`config.mk`:
```
export PLATFORM = sky130hd
export DESIGN_NAME = serial_word_feeder_flat
export DESIGN_NICKNAME = d
export VERILOG_FILES = /design/src/rtl/serial_word_feeder_if.sv /design/src/rtl/serial_word_feeder.sv /design/src/flat_wrapper.sv
export SDC_FILE = /design/constraint.sdc
export NUM_CORES = 1
export LEC_CHECK = 0
export BUFFER_PORTS_ARGS = -buffer_cell sky130_fd_sc_hd__clkbuf_2
export CAP_MARGIN = 20
export CORE_MARGIN = 4
export CORE_UTILIZATION = 30
export CTS_CLUSTER_SIZE = 8
export DETAILED_ROUTE_END_ITERATION = 7
export SETUP_SLACK_MARGIN = 0.4
export SLEW_MARGIN = 10
export SYNTH_ARGS = -nofsm -noshare
export SYNTH_HDL_FRONTEND = slang
export SYNTH_SLANG_ARGS = --single-unit
```
`constraint.sdc`:
```
create_clock -name clk -period 1.73 [get_ports clk]
set_input_delay 0.2595 -clock clk [delete_from_list [all_inputs] [get_ports clk]]
set_output_delay 0.2595 -clock clk [all_outputs]
set_load 0.01 [all_outputs]
```
`src/rtl/serial_word_feeder_if.sv`:
```
// Word-side handshake bundle for serial_word_feeder.
// Rotation fields exist only when SERIAL_WORD_FEEDER_ROTATE_EN is defined.
interface serial_word_feeder_if #(
  parameter int MSB = 8
);
  logic [MSB-1:0]         in_data;
  logic                   in_lsb_first;
`ifdef SERIAL_WORD_FEEDER_ROTATE_EN
  logic [$clog2(MSB)-1:0] in_rot_amt;
  logic                   in_rot_dir;
`endif
  logic                   in_valid;
  logic                   in_ready;

`ifdef SERIAL_WORD_FEEDER_ROTATE_EN
  modport master (output in_data, in_lsb_first, in_rot_amt, in_rot_dir, in_valid,
                  input  in_ready);
  modport slave  (input  in_data, in_lsb_first, in_rot_amt, in_rot_dir, in_valid,
                  output in_ready);
`else
  modport master (output in_data, in_lsb_first, in_valid, input in_ready);
  modport slave  (input  in_data, in_lsb_first, in_valid, output in_ready);
`endif
endinterface

```
`src/rtl/serial_word_feeder.sv`:
```
// Serialises an accepted word onto a shift register's d/en/dir/circular inputs.
// Optional post-load rotation phase under SERIAL_WORD_FEEDER_ROTATE_EN.
module serial_word_feeder #(
  parameter int MSB = 8
) (
  input  logic                 clk,
  input  logic                 rst,
  serial_word_feeder_if.slave  bus,
  output logic                 d,
  output logic                 en,
  output logic                 dir,
  output logic                 circular,
  output logic                 busy,
  output logic                 done
);
  localparam int CW = $clog2(MSB);
  localparam logic [CW-1:0] LAST = CW'(MSB - 1);

  typedef enum logic [1:0] {S_IDLE, S_SHIFT, S_ROT, S_DONE} state_t;

  state_t          r_state, w_state;
  logic [CW-1:0]   r_cnt, w_cnt;
  logic [MSB-1:0]  r_word;
  logic            r_lsb;
`ifdef SERIAL_WORD_FEEDER_ROTATE_EN
  logic [CW-1:0]   r_rot_amt;
  logic            r_rot_dir;
`endif
  logic            w_cap;
  logic            r_ready, w_ready;
  logic            r_d, w_d;
  logic            r_en, w_en;
  logic            r_dir, w_dir;
  logic            r_circ, w_circ;
  logic            r_busy, w_busy;
  logic            r_done, w_done;

  function automatic logic pick(input logic [MSB-1:0] word, input logic lsb,
                                input logic [CW-1:0] i);
    return lsb ? word[i] : word[LAST - i];
  endfunction

  // Outputs are computed for the state being entered, so each one is a
  // register: the first bit appears on the accept edge itself.
  always_comb begin
    w_state = r_state;
    w_cnt   = r_cnt;
    w_cap   = 1'b0;
    w_ready = 1'b0;
    w_d     = 1'b0;
    w_en    = 1'b0;
    w_dir   = 1'b0;
    w_circ  = 1'b0;
    w_busy  = 1'b1;
    w_done  = 1'b0;
    case (r_state)
      S_IDLE: begin
        w_ready = 1'b1;
        w_busy  = 1'b0;
        if (bus.in_valid && r_ready) begin
          w_cap   = 1'b1;
          w_state = S_SHIFT;
          w_cnt   = '0;
          w_ready = 1'b0;
          w_busy  = 1'b1;
          w_en    = 1'b1;
          w_dir   = !bus.in_lsb_first;
          w_d     = pick(bus.in_data, bus.in_lsb_first, '0);
        end
      end
      S_SHIFT: begin
        w_en  = 1'b1;
        w_dir = !r_lsb;
        if (r_cnt != LAST) begin
          w_cnt = r_cnt + CW'(1);
          w_d   = pick(r_word, r_lsb, w_cnt);
        end
`ifdef SERIAL_WORD_FEEDER_ROTATE_EN
        else if (r_rot_amt != '0) begin
          w_state = S_ROT;
          w_cnt   = '0;
          w_circ  = 1'b1;
          w_dir   = r_rot_dir;
        end
`endif
        else begin
          w_state = S_DONE;
          w_en    = 1'b0;
          w_dir   = 1'b0;
          w_done  = 1'b1;
        end
      end
`ifdef SERIAL_WORD_FEEDER_ROTATE_EN
      S_ROT: begin
        if (r_cnt == r_rot_amt - CW'(1)) begin
          w_state = S_DONE;
          w_done  = 1'b1;
        end else begin
          w_cnt  = r_cnt + CW'(1);
          w_en   = 1'b1;
          w_circ = 1'b1;
          w_dir  = r_rot_dir;
        end
      end
`endif
      S_DONE: begin
        w_state = S_IDLE;
        w_cnt   = '0;
        w_ready = 1'b1;
        w_busy  = 1'b0;
      end
      default: begin
        w_state = S_IDLE;
        w_ready = 1'b1;
        w_busy  = 1'b0;
      end
    endcase
  end

  always_ff @(posedge clk) begin
    if (rst) begin
      r_state   <= S_IDLE;
      r_cnt     <= '0;
      r_word    <= '0;
      r_lsb     <= 1'b0;
`ifdef SERIAL_WORD_FEEDER_ROTATE_EN
      r_rot_amt <= '0;
      r_rot_dir <= 1'b0;
`endif
      r_ready   <= 1'b1;
      r_d       <= 1'b0;
      r_en      <= 1'b0;
      r_dir     <= 1'b0;
      r_circ    <= 1'b0;
      r_busy    <= 1'b0;
      r_done    <= 1'b0;
    end else begin
      r_state <= w_state;
      r_cnt   <= w_cnt;
      r_ready <= w_ready;
      r_d     <= w_d;
      r_en    <= w_en;
      r_dir   <= w_dir;
      r_circ  <= w_circ;
      r_busy  <= w_busy;
      r_done  <= w_done;
      if (w_cap) begin
        r_word    <= bus.in_data;
        r_lsb     <= bus.in_lsb_first;
`ifdef SERIAL_WORD_FEEDER_ROTATE_EN
        r_rot_amt <= bus.in_rot_amt;
        r_rot_dir <= bus.in_rot_dir;
`endif
      end
    end
  end

  assign bus.in_ready = r_ready;
  assign d            = r_d;
  assign en           = r_en;
  assign dir          = r_dir;
  assign circular     = r_circ;
  assign busy         = r_busy;
  assign done         = r_done;
endmodule

```
`src/flat_wrapper.sv`:
```
// flat-port wrapper written by rule: the top's interface ports become plain ports
module serial_word_feeder_flat 
#(
  parameter int MSB = 8
)
  (clk, rst, d, en, dir, circular, busy, done, bus_in_data, bus_in_lsb_first, bus_in_valid, bus_in_ready);
  serial_word_feeder_if #(.MSB(MSB)) bus_i ();
  input  logic clk;
  input  logic rst;
  output logic d;
  output logic en;
  output logic dir;
  output logic circular;
  output logic busy;
  output logic done;
  input wire logic [$bits(bus_i.in_data)-1:0] bus_in_data;
  input wire logic [$bits(bus_i.in_lsb_first)-1:0] bus_in_lsb_first;
  input wire logic [$bits(bus_i.in_valid)-1:0] bus_in_valid;
  output wire logic [$bits(bus_i.in_ready)-1:0] bus_in_ready;
  assign bus_i.in_data = bus_in_data;
  assign bus_i.in_lsb_first = bus_in_lsb_first;
  assign bus_i.in_valid = bus_in_valid;
  assign bus_in_ready = bus_i.in_ready;
  serial_word_feeder #(.MSB(MSB)) u_core (.clk(clk), .rst(rst), .bus(bus_i), .d(d), .en(en), .dir(dir), .circular(circular), .busy(busy), .done(done));
endmodule
```
==> results.py <==
metrics = {
    "power_and_ir_drop": {
        "p_sw_frac": 0.230,
        "p_seq_frac": 0.489,
        "ir_worst_vdd_mv": 0.511,
        "internal_power_mw": 0.802,
        "leakagePower_nw": 0.467,
        "power_frac_comb": 0.146,
        "p_sw_mw": 0.240,
        "clockPowerShare": 0.365,
        "powerDensity_nw_per_um2": 910,
    },
    "finish": {
        "area_growth_pct": 30.3,
        "antenna_cells": 0,
        "most-common-layout-cells": "nand2_1 (18), clkbuf_2 (17), dfxtp_1 (15)",
        "drive_gt1_frac": 0.400,
        "final_common_cell": "nand2_1",
        "nFillCells": 285,
        "nets": 130,
        "instances_no_fill": 146,
    },
    "setup_path": {
        "reg2reg_depth": 6,
        "max_stage_delay_ps": 480,
        "regToRegSetupSlack_ps": -30,
        "critPathLaunchType": "register",
        "r2r_end": "u_core.d$_SDFF_PP0_",
        "crit_path_max_fanout": 2,
        "worstSetupStartpoint": "u_core.r_cnt[0]$_SDFFE_PP0P_",
        "worst-setup-path-type": "register to register",
        "r2r_start": "u_core.r_cnt[0]$_SDFFE_PP0P_",
        "crit_family": "multiplexers",
        "worst-path-buf-inv": 0,
        "slowest_stage": "mux4_2",
        "path_cells": "ha_4 -> ha_4 -> mux4_2 -> mux2_4 -> nand3_2 -> nand3_2",
        "endpoint_kind": "register",
        "cp.required_ps": 1930,
        "worstPathArrival_ps": 1960,
    },
    "drt": {
        "wl_met2_um": 934,
        "dr_total_vias": 729,
        "ant_nets": 0,
        "drt_iter0_drc": 6,
        "wl_met3_um": 71,
        "drc": 0,
        "firstDrtPassIters": 4,
        "routed_wl_um": 1790,
        "wire_per_inst_um": 12.3,
        "via_per_inst": 4.99,
        "top_layer_used": "met3",
        "drt-met1-wl_um": 786,
    },
    "global_route": {
        "grt_max_degree": 19,
        "grt_remaining_overflow": 0,
        "grt_pass1_wl_um": 2940,
        "grt_usage": 0.0903,
        "first_global_vias": 691,
        "antenna_found_initial": 0,
    },
    "die": {
        "die_width_um": 62.1,
        "pin_count": 19,
        "core_um2": 2780,
        "initial_core_util": 0.316,
        "num_rows": 19,
        "dieArea_um2": 3860,
        "die_h_um": 62.1,
    },
    "timing": {
        "fin_crit_sh": 1.02,
        "fin_worst_skew_ps": 9.78,
        "slew_viol_final": 0,
        "grt_setup_unrepaired": "yes",
        "period_minus_slack_ps": 1760,
        "finalHoldViolations": 0,
        "setup_viol": 1,
        "tns_ps": -28.1,
        "fmax_mhz": 569,
        "layout_setup_ws_ps": -28.1,
    },
    "yosys": {
        "ys_types": 28,
        "synth_top_area_cell": "dfxtp_1",
        "syn_area_um2": 878,
        "yosys_warnings": 0,
        "synth_top_area_frac": 0.456,
        "synth_seq_area_share": 0.456,
        "postSynthAreaPerCell_um2": 9.25,
        "synth_seq_cells": 20,
        "synth_nets": 109,
        "syn_inst": 95,
        "synth_area_leaders": "dfxtp_1 (46%), nand2_1 (7.7%), a21oi_1 (7.4%), mux4_1 (6.0%), nor2_1 (3.0%)",
    },
    "placed_design": {
        "dpl.cell_count": 140,
        "io_buffer_count": 17,
        "hpwl_um": 1320,
        "place_congestion": 0.750,
    },
    "clock_tree": {
        "cts_buffers": 3,
        "cts-root-buf": "clkbuf_4",
        "cts_tree": "built",
        "clock_path_buffers": 2,
        "htree_levels": 1,
        "insertion_delay_ps": 300,
        "cts_sinks": 20,
        "clkTransAtPathRegs_ps": 120,
    },
    "run_status": {
        "violations": "setup timing",
        "outcome": "finished, violations left",
    },
    "job": {
        "max_cap_viol_count": 0,
    },
    "worst_hold_path": {
        "hold_depth": 3,
        "hold_path_class": "input port to register",
        "hold_end": "u_core.r_word[4]$_SDFFE_PP0P_",
        "min_from": "bus_in_data[4]",
    },
}
[routing by layer]
| layer | global-route usage | vias to the layer above |
|---|---|---|
| met4 | 0.0163 | 0 |
| met5 | 0 | - |
| met1 | 0.110 | 344 |
| met3 | 0.0270 | 0 |
| li1 | - | 373 |
| met2 | 0.157 | 12 |
[final cells by class]
cell class | instances | area [µm²] | share of cell area
clock buffer | 3 | 22.5 | 0.0197
clock inverter | 1 | 30.0 | 0.0262
inverter | 1 | 3.75 | 0.00328
multi-input combinational | 68 | 517 | 0.451
sequential | 20 | 407 | 0.355
tap | 31 | 38.8 | 0.0339
timing repair buffer | 22 | 126 | 0.110
[cell usage after synthesis, drive strengths merged]
cell type,count
buf,3
clkbuf,3
a22oi,2
mux4,3
a21oi,13
nor2,7
inv,1
or3b,1
mux2,2
dfxtp,20
o22ai,1
nor3,3
nor4bb,1
nand3b,1
conb,1
nor3b,1
nand2,18
and2,1
o2111ai,1
nand2b,1
nand3,5
mux2i,2
and3,2
ha,2
[worst max path at each step]
stage	endpoint	cells past startpoint	slack, ps
after floorplan	u_core.d$_SDFF_PP0_	6	-10
after global placement	u_core.d$_SDFF_PP0_	6	-4
after detailed placement	u_core.d$_SDFF_PP0_	6	-10
after CTS	u_core.d$_SDFF_PP0_	6	-20
after global routing	u_core.d$_SDFF_PP0_	6	-90
final	u_core.d$_SDFF_PP0_	6	-30
[flip-flops by register name, indices dropped and copies added (netlist names)]
name / count
u_core.r_word: 8
u_core.r_state: 2
u_core.dir: 1
u_core.busy: 1
u_core.bus.in_ready: 1
u_core.r_lsb: 1
u_core.done: 1
u_core.r_cnt: 3
u_core.d: 1
u_core.en: 1
[cells by family (layout without fill, tap and decap cells)]
| kind of cell | count (synthesis) | count (layout) | share of synthesized area |
|---|---|---|---|
| other | 1 | 1 | 0.00427 |
| adders and majority gates | 2 | 2 | 0.0285 |
| muxes | 7 | 7 | 0.134 |
| and+or+nand+nor | 41 | 41 | 0.225 |
| AOI/OAI and AO/OA | 17 | 17 | 0.108 |
| DFF | 20 | 20 | 0.456 |
| buffers and inverters | 7 | 27 | 0.0442 |
[power groups by stage]
stage / Sequential, mW / Combinational, mW / Clock (mW)
4_1_cts: 0.508 / 0.143 / 0.394
6_report: 0.510 / 0.152 / 0.380
3_3_place_gp: 0.517 / 0.137 / 0
2_1_floorplan: 0.518 / 0.0983 / 0
3_5_place_dp: 0.518 / 0.140 / 0
5_1_grt: 0.515 / 0.168 / 0.417
[per-stage QoR]
| step | area [µm²] | util | setup WS [ps] | total power [mW] | hold WS (ps) |
|---|---|---|---|---|---|
| finish | 1140 | 0.412 | -28.1 | 1.04 | 174 |
| global route | 1140 | 0.412 | -94.1 | 1.10 | 155 |
| CTS | 1090 | 0.394 | -22.1 | 1.05 | 163 |
| detailed placement | 1020 | 0.367 | -10.3 | 0.658 | 464 |
| global placement | 1020 | 0.367 | -4.05 | 0.654 | 457 |
| floorplan | 908 | - | -13.7 | 0.617 | 395 |
[repair_timing]
action / in CTS / in global routing
gates resized for setup: 3 / 10
pin swaps: 2 / 3
hold buffers: 0 / 0
setup buffers: 1 / 1
endpoints found under the setup margin: 5 / 13
[worst min-delay path, delay by kind of cell]
family,cells,cell delay (ps)
compound gates,1,50
buf+inv,1,80
simple gates,1,40
Note: power is estimated with default switching activity, not from simulation.
